<file path="src/rtl/cla_serial_pkg.sv">
// Shared types and width helpers for the word-serial carry-lookahead adder.
// The state encoding and index width are used by the controller.
package cla_serial_pkg;

  typedef enum logic [1:0] {IDLE, RUN, DONE} state_e;

  // Word index needs at least one bit even when only one word exists.
  function automatic int idx_width(input int nw);
    return (nw > 1) ? $clog2(nw) : 1;
  endfunction

endpackage

</file>
<file path="src/rtl/cla_serial_add_ctrl_if.sv">
// Request/result handshake bundle between a requester and the serial adder.
// master drives operands and result acceptance; slave is the adder controller.
interface cla_serial_add_ctrl_if #(
  parameter int W  = 8,
  parameter int NW = 4
);
  logic            in_valid_i;
  logic            in_ready_o;
  logic [W*NW-1:0] a_i;
  logic [W*NW-1:0] b_i;
  logic            cin_i;
  logic            sub_i;
  logic            out_valid_o;
  logic            out_ready_i;
  logic [W*NW-1:0] sum_o;
  logic            cout_o;
  logic            ovf_o;
  logic            busy_o;

  modport master (
    output in_valid_i, a_i, b_i, cin_i, sub_i, out_ready_i,
    input  in_ready_o, out_valid_o, sum_o, cout_o, ovf_o, busy_o
  );

  modport slave (
    input  in_valid_i, a_i, b_i, cin_i, sub_i, out_ready_i,
    output in_ready_o, out_valid_o, sum_o, cout_o, ovf_o, busy_o
  );
endinterface

</file>
<file path="src/rtl/cla_word_adder.sv">
// Combinational W-bit carry-lookahead adder built from 4-bit lookahead groups
// with a second lookahead level across the group generate/propagate signals.
module cla_word_adder #(
  parameter int W = 8
) (
  input  logic [W-1:0] a,
  input  logic [W-1:0] b,
  input  logic         cin,
  output logic [W-1:0] sum,
  output logic         cout,
  output logic         c_msb
);
  localparam int NG = W / 4;

  logic [W-1:0]  g;
  logic [W-1:0]  p;
  logic [W-1:0]  c;
  logic [NG-1:0] gg;
  logic [NG-1:0] gp;
  logic [NG:0]   gc;

  assign g = a & b;
  assign p = a ^ b;

  generate
    for (genvar gi = 0; gi < NG; gi++) begin : g_grp
      localparam int LSB = 4 * gi;
      assign gg[gi] = g[LSB+3] | (p[LSB+3] & g[LSB+2]) | (p[LSB+3] & p[LSB+2] & g[LSB+1])
                    | (p[LSB+3] & p[LSB+2] & p[LSB+1] & g[LSB]);
      assign gp[gi] = &p[LSB+3:LSB];
      assign c[LSB]   = gc[gi];
      assign c[LSB+1] = g[LSB] | (p[LSB] & gc[gi]);
      assign c[LSB+2] = g[LSB+1] | (p[LSB+1] & g[LSB]) | (p[LSB+1] & p[LSB] & gc[gi]);
      assign c[LSB+3] = g[LSB+2] | (p[LSB+2] & g[LSB+1]) | (p[LSB+2] & p[LSB+1] & g[LSB])
                      | (p[LSB+2] & p[LSB+1] & p[LSB] & gc[gi]);
    end
  endgenerate

  // Group carries as flat sum-of-products over group G/P, not a chain.
  always_comb begin
    logic terms;
    logic prop;
    gc    = '0;
    gc[0] = cin;
    for (int k = 1; k <= NG; k++) begin
      terms = 1'b0;
      prop  = 1'b1;
      for (int j = k - 1; j >= 0; j--) begin
        terms = terms | (gg[j] & prop);
        prop  = prop & gp[j];
      end
      gc[k] = terms | (cin & prop);
    end
  end

  assign sum   = p ^ c;
  assign cout  = gc[NG];
  assign c_msb = c[W-1];
endmodule

</file>
<file path="src/rtl/cla_serial_add_ctrl.sv">
// Wide add/subtract that reuses one W-bit lookahead adder across NW words,
// least-significant word first, with the carry chained through a register.
module cla_serial_add_ctrl
  import cla_serial_pkg::*;
#(
  parameter int W  = 8,
  parameter int NW = 4
) (
  input  logic clk_i,
  input  logic rst_i,
  cla_serial_add_ctrl_if.slave bus
);
  localparam int IW = idx_width(NW);

  state_e state_reg;
  state_e state_next;

  logic [NW-1:0][W-1:0] a_q;
  logic [NW-1:0][W-1:0] b_q;
  logic [NW-1:0][W-1:0] sum_q;
  logic [IW-1:0]        idx_q;
  logic                 carry_q;
  logic                 cout_q;
  logic                 ovf_q;

  logic [W-1:0] word_sum;
  logic         word_cout;
  logic         word_cmsb;
  logic         last_word;

  assign last_word = (idx_q == IW'(NW - 1));

  cla_word_adder #(.W(W)) u_word_adder (
    .a     (a_q[idx_q]),
    .b     (b_q[idx_q]),
    .cin   (carry_q),
    .sum   (word_sum),
    .cout  (word_cout),
    .c_msb (word_cmsb)
  );

  always_ff @(posedge clk_i) begin
    if (rst_i) state_reg <= IDLE;
    else       state_reg <= state_next;
  end

  always_comb begin
    state_next = state_reg;
    case (state_reg)
      IDLE:    if (bus.in_valid_i) state_next = RUN;
      RUN:     if (last_word)      state_next = DONE;
      DONE:    if (bus.out_ready_i) state_next = IDLE;
      default: state_next = IDLE;
    endcase
  end

  // Subtraction is A + ~B + 1: invert B on capture and force the carry-in.
  always_ff @(posedge clk_i) begin
    if (rst_i) begin
      a_q     <= '0;
      b_q     <= '0;
      sum_q   <= '0;
      idx_q   <= '0;
      carry_q <= 1'b0;
      cout_q  <= 1'b0;
      ovf_q   <= 1'b0;
    end else begin
      case (state_reg)
        IDLE: begin
          if (bus.in_valid_i) begin
            a_q     <= bus.a_i;
            b_q     <= bus.sub_i ? ~bus.b_i : bus.b_i;
            carry_q <= bus.sub_i ? 1'b1 : bus.cin_i;
            idx_q   <= '0;
          end
        end
        RUN: begin
          sum_q[idx_q] <= word_sum;
          carry_q      <= word_cout;
          idx_q        <= idx_q + IW'(1);
          if (last_word) begin
            cout_q <= word_cout;
            ovf_q  <= word_cmsb ^ word_cout;
          end
        end
        default: ;
      endcase
    end
  end

  assign bus.in_ready_o  = (state_reg == IDLE);
  assign bus.out_valid_o = (state_reg == DONE);
  assign bus.busy_o      = (state_reg != IDLE);
  assign bus.sum_o       = sum_q;
  assign bus.cout_o      = cout_q;
  assign bus.ovf_o       = ovf_q;
endmodule

</file>
<file path="src/flat_wrapper.sv">
// flat-port wrapper written by rule: the top's interface ports become plain ports
module cla_serial_add_ctrl_flat import cla_serial_pkg::*;
#(
  parameter int W  = 8,
  parameter int NW = 4
)
  (clk_i, rst_i, bus_in_valid_i, bus_a_i, bus_b_i, bus_cin_i, bus_sub_i, bus_out_ready_i, bus_in_ready_o, bus_out_valid_o, bus_sum_o, bus_cout_o, bus_ovf_o, bus_busy_o);
  cla_serial_add_ctrl_if #(.W(W), .NW(NW)) bus_i ();
  input  logic clk_i;
  input  logic rst_i;
  input wire logic [$bits(bus_i.in_valid_i)-1:0] bus_in_valid_i;
  input wire logic [$bits(bus_i.a_i)-1:0] bus_a_i;
  input wire logic [$bits(bus_i.b_i)-1:0] bus_b_i;
  input wire logic [$bits(bus_i.cin_i)-1:0] bus_cin_i;
  input wire logic [$bits(bus_i.sub_i)-1:0] bus_sub_i;
  input wire logic [$bits(bus_i.out_ready_i)-1:0] bus_out_ready_i;
  output wire logic [$bits(bus_i.in_ready_o)-1:0] bus_in_ready_o;
  output wire logic [$bits(bus_i.out_valid_o)-1:0] bus_out_valid_o;
  output wire logic [$bits(bus_i.sum_o)-1:0] bus_sum_o;
  output wire logic [$bits(bus_i.cout_o)-1:0] bus_cout_o;
  output wire logic [$bits(bus_i.ovf_o)-1:0] bus_ovf_o;
  output wire logic [$bits(bus_i.busy_o)-1:0] bus_busy_o;
  assign bus_i.in_valid_i = bus_in_valid_i;
  assign bus_i.a_i = bus_a_i;
  assign bus_i.b_i = bus_b_i;
  assign bus_i.cin_i = bus_cin_i;
  assign bus_i.sub_i = bus_sub_i;
  assign bus_i.out_ready_i = bus_out_ready_i;
  assign bus_in_ready_o = bus_i.in_ready_o;
  assign bus_out_valid_o = bus_i.out_valid_o;
  assign bus_sum_o = bus_i.sum_o;
  assign bus_cout_o = bus_i.cout_o;
  assign bus_ovf_o = bus_i.ovf_o;
  assign bus_busy_o = bus_i.busy_o;
  cla_serial_add_ctrl #(.W(W), .NW(NW)) u_core (.clk_i(clk_i), .rst_i(rst_i), .bus(bus_i));
endmodule
</file>
<file path="config.mk">
export PLATFORM = sky130hd
export DESIGN_NAME = cla_serial_add_ctrl_flat
export DESIGN_NICKNAME = d
export VERILOG_FILES = /design/src/rtl/cla_serial_pkg.sv /design/src/rtl/cla_serial_add_ctrl_if.sv /design/src/rtl/cla_word_adder.sv /design/src/rtl/cla_serial_add_ctrl.sv /design/src/flat_wrapper.sv
export SDC_FILE = /design/constraint.sdc
export NUM_CORES = 1
export LEC_CHECK = 0
export ABC_AREA = 1
export ABC_CLOCK_PERIOD_IN_PS = 3400
export CAP_MARGIN = 30
export CORE_AREA = 2 2 101 103
export DETAILED_ROUTE_END_ITERATION = 8
export DIE_AREA = 0 0 103 105
export PLACE_DENSITY = 0.76
export SLEW_MARGIN = 20
export SYNTH_ARGS = -nofsm -noshare
export SYNTH_HDL_FRONTEND = slang
export SYNTH_SLANG_ARGS = --single-unit
</file>
<file path="constraint.sdc">
create_clock -name clk_i -period 3.4 [get_ports clk_i]
set_input_delay 0.68 -clock clk_i [delete_from_list [all_inputs] [get_ports clk_i]]
set_output_delay 0.68 -clock clk_i [all_outputs]
set_load 0.05 [all_outputs]
</file>
==> impl_metrics.tcl, run 1 <==
set metrics [dict create \
    setup_tns_ns 0 \
    grtUsageTotal 0.221 \
    worst_ep_required_time_ns 3.64 \
    timing.max_cap.violations 0 \
    cts.reportedPaths.clkPinSlew_ns 0.09 \
    p_leak_nw 2.45 \
    ys_warn_count 0 \
    layout.filler_cells 879 \
    fin_worst_hold_slack_ns 0.461 \
    clkPwrFrac 0.281 \
    critical_path.cell_chain "clkinv_1 -> a21oi_1 -> a32oi_1 -> ha_1 -> nand2_1 -> nand2_1 -> nand3_2 -> nand2_2 -> fa_1 -> xnor2_1 -> a21oi_1" \
    period_needed_ns 2.79 \
    tritoncts "done" \
    grt_first_pass_wirelength_um 19200 \
    post-cts-setup-buffers 0 \
    fin_crit_sh 0.820 \
    cts_buffers 9 \
    ys_ff_latch 103 \
    dp_hpwl_um 8670 \
    root_buffer "sky130_fd_sc_hd__clkbuf_8" \
    synth_area_leader_cell "sky130_fd_sc_hd__dfxtp_1" \
    i_o_buffers 106 \
    syn_to_final_growth_pct 26.6 \
    final_antenna_net_count 0 \
    floorplan.die_area_um2 10800 \
    first_global_vias 4135 \
    wire_per_inst_um 14.0 \
    synth_enable_flop_cells 0 \
    post_synth_main_area_contributors "sky130_fd_sc_hd__dfxtp_1 (42%), sky130_fd_sc_hd__nor2_1 (10%), sky130_fd_sc_hd__o21ai_0 (8.2%), sky130_fd_sc_hd__xnor2_1 (5.8%), sky130_fd_sc_hd__a211oi_1 (3.7%)" \
    power_frac_comb 0.262 \
    final_max_slew_viol_count 0 \
    synth_nets 699 \
    min-delay-path-class "flop to flop" \
    multiInputGateArea_um2 2410 \
    ios 107 \
    slowest_delay_ns 0.42 \
    timing.critical_path.slowest_stage_cell "sky130_fd_sc_hd__clkinv_1" \
    setup.worst_path.end_class "flop" \
    synthFlopType "sky130_fd_sc_hd__dfxtp_1" \
    routed-via-count 4403 \
    yosysSeqAreaShare 0.424 \
    route.detailed.vias_per_inst 5.26 \
    synth_top_area_share 0.424 \
    cts_hold_buffers 0 \
    synth_most_common_cell "sky130_fd_sc_hd__nor2_1" \
    skew_ns 0.0121 \
    largest_net_degree_at_the_start_of_global_routing 69 \
    power_w 0.00296 \
    seqCellArea_um2 2060 \
    gp_congestion 0.869 \
    worst_skew_pair.late_latency_ns 0.36 \
    drc 0 \
    antenna_found_initial 0 \
    timing.fmax_mhz 358 \
    final_area_um2 6160 \
    global_route.overflow_total 0 \
    placement.cell_area_um2 5920 \
    final_nets 784 \
    max-vdd-ir-drop_uv 261 \
    drt-total-wl_um 11700 \
    clock-sinks 103 \
    power.share.switching 0.313 \
    drt_first_iter_violations 198 \
    timing.max_slew.rel_slack 0.428 \
    p_seq_frac 0.457 \
    endpoint_arrival_time_on_the_critical_path_ns 3.03 \
    postCtsResizedCells 0 \
    htree_levels 3 \
    cp_top_family "adder cells" \
    net-switching-power_w 0.000926 \
    clockBufferDepth 2 \
    row_count 36 \
    core_ar_um2 9640 \
    post_synthesis_cells 615 \
    first_pass_iters 5 \
    drive_gt1_frac 0.0682 \
    grt_setup_unrepaired "false" \
    synth_cell_types 34 \
    post_synth_most_frequent_cells "sky130_fd_sc_hd__nor2_1 (133), sky130_fd_sc_hd__dfxtp_1 (103), sky130_fd_sc_hd__o21ai_0 (80)" \
    ys_async_sr_fraction 0 \
    timing_worst_slew_pin_value_ns 0.858 \
    crit_type "flop to flop" \
    internal_power_w 0.00203 \
    post_syn_area_um2 4870 \
    critPathBufInv 1 \
    worstPathMaxFanout 20 \
    critical_path_launch_point_type "flop" \
    power_density_over_the_cells_nw_per_um2 480 \
    fp.dieH_um 105 \
    syn_area_per_cell_um2 7.91 \
    outcome "finished clean" \
    diodes_inserted 0 \
    post-place-cells 821 \
    final_cells 837 \
    setup_violations 0 \
    die_width_um 103 \
    hold_violations 0 \
    start_util 0.505 \
]
==> cell families (layout without fill, tap and decap cells) <==
| group | Yosys count | after routing | share of synthesized area |
|---|---|---|---|
| xor gates and xnor gates | 34 | 34 | 0.0612 |
| DFF | 103 | 103 | 0.424 |
| adders and majority gates | 14 | 14 | 0.0391 |
| AOI/OAI and AO/OA | 176 | 176 | 0.219 |
| buffers and inverters | 81 | 170 | 0.0817 |
| and+or+nand+nor | 207 | 207 | 0.175 |
==> final cells by class <==
| class | count | share of cell area |
|---|---|---|
| Sequential cell | 103 | 0.335 |
| Clock inverter | 3 | 0.0110 |
| Multi-Input combinational cell | 431 | 0.391 |
| Tap cell | 133 | 0.0270 |
| Timing Repair Buffer | 115 | 0.188 |
| Clock buffer | 12 | 0.0236 |
| Inverter | 40 | 0.0252 |
==> metal layers <==
layer | vias up | global-route usage | routed length [µm]
met2 | 152 | 0.358 | 5540
met3 | 20 | 0.0321 | 684
met5 | - | 0 | 0
met4 | 0 | 0.0883 | 244
met1 | 2011 | 0.293 | 5270
li1 | 2220 | - | -
==> power by group through the flow <==
| stage | Clock (W) | Combinational, W | Sequential (W) |
|---|---|---|---|
| 6_report | 0.000832 | 0.000776 | 0.00135 |
| 5_1_grt | 0.000878 | 0.000860 | 0.00136 |
| 4_1_cts | 0.000840 | 0.000769 | 0.00135 |
| 3_5_place_dp | 0 | 0.000766 | 0.00138 |
| 3_3_place_gp | 0 | 0.000744 | 0.00137 |
| 2_1_floorplan | 0 | 0.000481 | 0.00142 |
==> final timing paths <==
path                                start                                 to  slack, ns  cells past startpoint
max          u_core.idx_q[1]$_SDFFE_PP0P_  u_core.bus.sum_o[21]$_SDFFE_PP0P_       0.61                     11
min            u_core.b_q[0]$_SDFFE_PP0P_         u_core.b_q[0]$_SDFFE_PP0P_       0.46                      2
max reg2reg  u_core.idx_q[1]$_SDFFE_PP0P_  u_core.bus.sum_o[21]$_SDFFE_PP0P_       0.61                     11
min reg2reg    u_core.b_q[0]$_SDFFE_PP0P_         u_core.b_q[0]$_SDFFE_PP0P_       0.46                      2
==> through the flow <==
step / util / setup slack, ns
global placement: 0.614 / 0.756
finish: 0.639 / 0.610
floorplan: - / 0.839
global route: 0.639 / 0.307
detailed placement: 0.614 / 0.669
CTS: 0.636 / 0.654
==> worst reg2reg max path, stage by stage (launching register included) <==
cell	delay, ns
sky130_fd_sc_hd__dfxtp_1	0.36
sky130_fd_sc_hd__clkinv_1	0.42
sky130_fd_sc_hd__a21oi_1	0.28
sky130_fd_sc_hd__a32oi_1	0.10
sky130_fd_sc_hd__ha_1	0.34
sky130_fd_sc_hd__nand2_1	0.08
sky130_fd_sc_hd__nand2_1	0.10
sky130_fd_sc_hd__nand3_2	0.09
sky130_fd_sc_hd__nand2_2	0.09
sky130_fd_sc_hd__fa_1	0.39
sky130_fd_sc_hd__xnor2_1	0.30
sky130_fd_sc_hd__a21oi_1	0.12
==> placed cells by master, fill, tap and decap left out, drive strengths merged <==
cell and n:
nand2 49, a21oi 31, a31oi 2, bufinv 2, o22ai 14, fa 2
nand3 20, nor2 135, inv 38, a32oi 2, clkbuf 12, o21ai 80
buf 10, xor2 2, clkinvlp 1, o21bai 1, o21a 9, clkdlybuf4s50 105
nor3 1, dfxtp 103, o211ai 5, ha 12, xnor2 32, clkinv 2
a211oi 32, nand4 2
Note: power is estimated with default switching activity, not from simulation.
==> inputs of run 2 (changes only) <==
- ABC_CLOCK_PERIOD_IN_PS: 3400 -> 2900
- clock period: 3.4 -> 2.9 ns (I/O delays scaled with it)
==> run 2 against run 1 <==
  * Clock skew rose by 0.0061 ns
  * Wire length fell by 1.4%
  * Critical path depth fell by 2
  * Worst setup slack got worse by 0.34 ns
  * Clock power rose by 7.0%
  * Combinational power rose by 16%
  * Die area did not move
  * Sequential power rose by 18%
  * Critical endpoint is now u_core.bus.sum_o[13]$_SDFFE_PP0P_
  * Via count fell by 0.95%
  * First-iteration DRC count fell by 20%
  * Final area fell by 0.35%
  * Worst hold slack improved by 0.014 ns
==> impl_metrics.tcl, run 2 (synthesis results as in run 1) <==
set metrics [dict create \
    outcome "finished clean" \
    timing.fmax_mhz 381 \
    route.detailed.vias_per_inst 5.20 \
    final_antenna_net_count 0 \
    period_needed_ns 2.63 \
    drc 0 \
    global_route.overflow_total 0 \
    power_density_over_the_cells_nw_per_um2 551 \
    drt_first_iter_violations 159 \
    root_buffer "sky130_fd_sc_hd__clkbuf_8" \
    htree_levels 3 \
    top_library_cells_by_usage_in_the_layout_fill_and_taps_aside "sky130_fd_sc_hd__nor2_1 (133), sky130_fd_sc_hd__clkdlybuf4s50_1 (105), sky130_fd_sc_hd__dfxtp_1 (103), sky130_fd_sc_hd__o21ai_0 (80), sky130_fd_sc_hd__nand2_1 (41)" \
    wire_per_inst_um 13.8 \
    ios 107 \
    grt_setup_unrepaired "false" \
    post-cts-setup-buffers 0 \
    floorplan.die_area_um2 10800 \
    seqCellArea_um2 2060 \
    crit_type "flop to flop" \
    fin_ws_ns 0.272 \
    post-place-cells 823 \
    critical_path.cell_chain "buf_4 -> o21ai_0 -> o22ai_1 -> ha_1 -> a21oi_1 -> nand2_2 -> fa_1 -> xnor2_1 -> a21oi_1" \
    postCtsResizedCells 0 \
    core_ar_um2 9640 \
    grtUsageTotal 0.215 \
    cts_buffers 9 \
    p_leak_nw 2.44 \
    setup.worst_path.end_class "flop" \
    diodes_inserted 0 \
    slowest_delay_ns 0.43 \
    dp_hpwl_um 8790 \
    antenna_found_initial 0 \
    gp_congestion 0.925 \
    first_global_vias 3952 \
    i_o_buffers 106 \
    max-vdd-ir-drop_uv 332 \
    fp.dieH_um 105 \
    die_width_um 103 \
    layout.filler_cells 876 \
    setup_violations 0 \
    critical_path_launch_point_type "flop" \
    fin_crit_sh 0.906 \
    worst_skew_pair.late_latency_ns 0.35 \
    row_count 36 \
    tritoncts "done" \
    clockBufferDepth 2 \
    clock-sinks 103 \
    most_frequent_cell_on_the_critical_path "sky130_fd_sc_hd__a21oi_1" \
    drive_gt1_frac 0.0737 \
    timing.critical_path.slowest_stage_cell "sky130_fd_sc_hd__dfxtp_1" \
    start_util 0.505 \
    skew_ns 0.0181 \
    timing_worst_slew_pin_value_ns 0.852 \
    timing.max_cap.violations 0 \
    timing.max_slew.rel_slack 0.432 \
    first_pass_iters 6 \
    min-delay-path-class "flop to flop" \
    multiInputGateArea_um2 2410 \
    drt-total-wl_um 11600 \
    worstPathMaxFanout 17 \
    mostFrequentLayoutCell "sky130_fd_sc_hd__nor2_1" \
    worst_ep_required_time_ns 3.12 \
    syn_to_final_growth_pct 26.1 \
    hold_violations 0 \
    setup_tns_ns 0 \
    final_max_slew_viol_count 0 \
    cts_hold_buffers 0 \
    placement.setup.worst_slack_ns 0.184 \
    final_nets 786 \
    largest_net_degree_at_the_start_of_global_routing 65 \
    cts.reportedPaths.clkPinSlew_ns 0.09 \
    routed-via-count 4361 \
    endpoint_arrival_time_on_the_critical_path_ns 2.85 \
    grt_first_pass_wirelength_um 18700 \
    power_w 0.00338 \
    final_cells 839 \
]
==> run 2: cell types whose count changed in the layout (fill, tap and decap cells not counted) <==
cell / change
sky130_fd_sc_hd__buf_16: -1
sky130_fd_sc_hd__clkinvlp_2: +1
sky130_fd_sc_hd__clkinv_1: -1
sky130_fd_sc_hd__bufinv_16: -1
sky130_fd_sc_hd__buf_4: +2
sky130_fd_sc_hd__clkinvlp_4: +2
sky130_fd_sc_hd__inv_6: +1
sky130_fd_sc_hd__clkbuf_1: -1
==> run 2: metrics by stage <==
step / utilization / cell area (µm²) / hold slack (ns)
6_report: 0.637 / 6140 / 0.475
3_3_place_gp: 0.616 / 5930 / 0.461
4_1_cts: 0.636 / 6130 / 0.475
5_1_grt: 0.637 / 6140 / 0.509
3_5_place_dp: 0.616 / 5930 / 0.463
2_1_floorplan: - / 4870 / 0.430
==> run 2: final cells by class <==
cell class,instances,area share
Multi-Input combinational cell,431,0.392
Sequential cell,103,0.336
Timing Repair Buffer,116,0.186
Tap cell,133,0.0271
Inverter,40,0.0259
Clock buffer,11,0.0230
Clock inverter,4,0.00876
Timing Repair inverter,1,0.000815
==> run 2: metal layers <==
layer / wire length (µm) / vias to the layer above / global-route usage
met5: 0 / - / 0
met4: 178 / 0 / 0.0611
met3: 550 / 18 / 0.0301
met2: 5590 / 133 / 0.353
met1: 5260 / 1984 / 0.292
li1: - / 2226 / -
==> run 2: path summary, 6_finish.rpt <==
path | from | to | slack (ns) | depth (start not counted)
worst min register to register | u_core.b_q[0]$_SDFFE_PP0P_ | u_core.b_q[0]$_SDFFE_PP0P_ | 0.47 | 2
worst min-delay path | u_core.b_q[0]$_SDFFE_PP0P_ | u_core.b_q[0]$_SDFFE_PP0P_ | 0.47 | 2
worst max register to register | u_core.idx_q[1]$_SDFFE_PP0P_ | u_core.bus.sum_o[13]$_SDFFE_PP0P_ | 0.27 | 9
worst max-delay path | u_core.idx_q[1]$_SDFFE_PP0P_ | u_core.bus.sum_o[13]$_SDFFE_PP0P_ | 0.27 | 9
==> run 2: report_power, final <==
part / leakage, nW / switching (W) / internal (W)
combinational: 1.50 / 0.000548 / 0.000356
sequential: 0.848 / 0.0000694 / 0.00152
clock: 0.0920 / 0.000468 / 0.000422
==> run 2: worst max-delay path: cells and delay by family (launching register included) <==
kind | cells | cell delay, ns
flip-flops | 1 | 0.43
XOR/XNOR | 1 | 0.32
adder cells (fa/ha/maj) | 2 | 0.71
buffers and inverters | 1 | 0.24
AND/OR/NAND/NOR | 1 | 0.13
AO/OA/AOI/OAI | 4 | 0.68
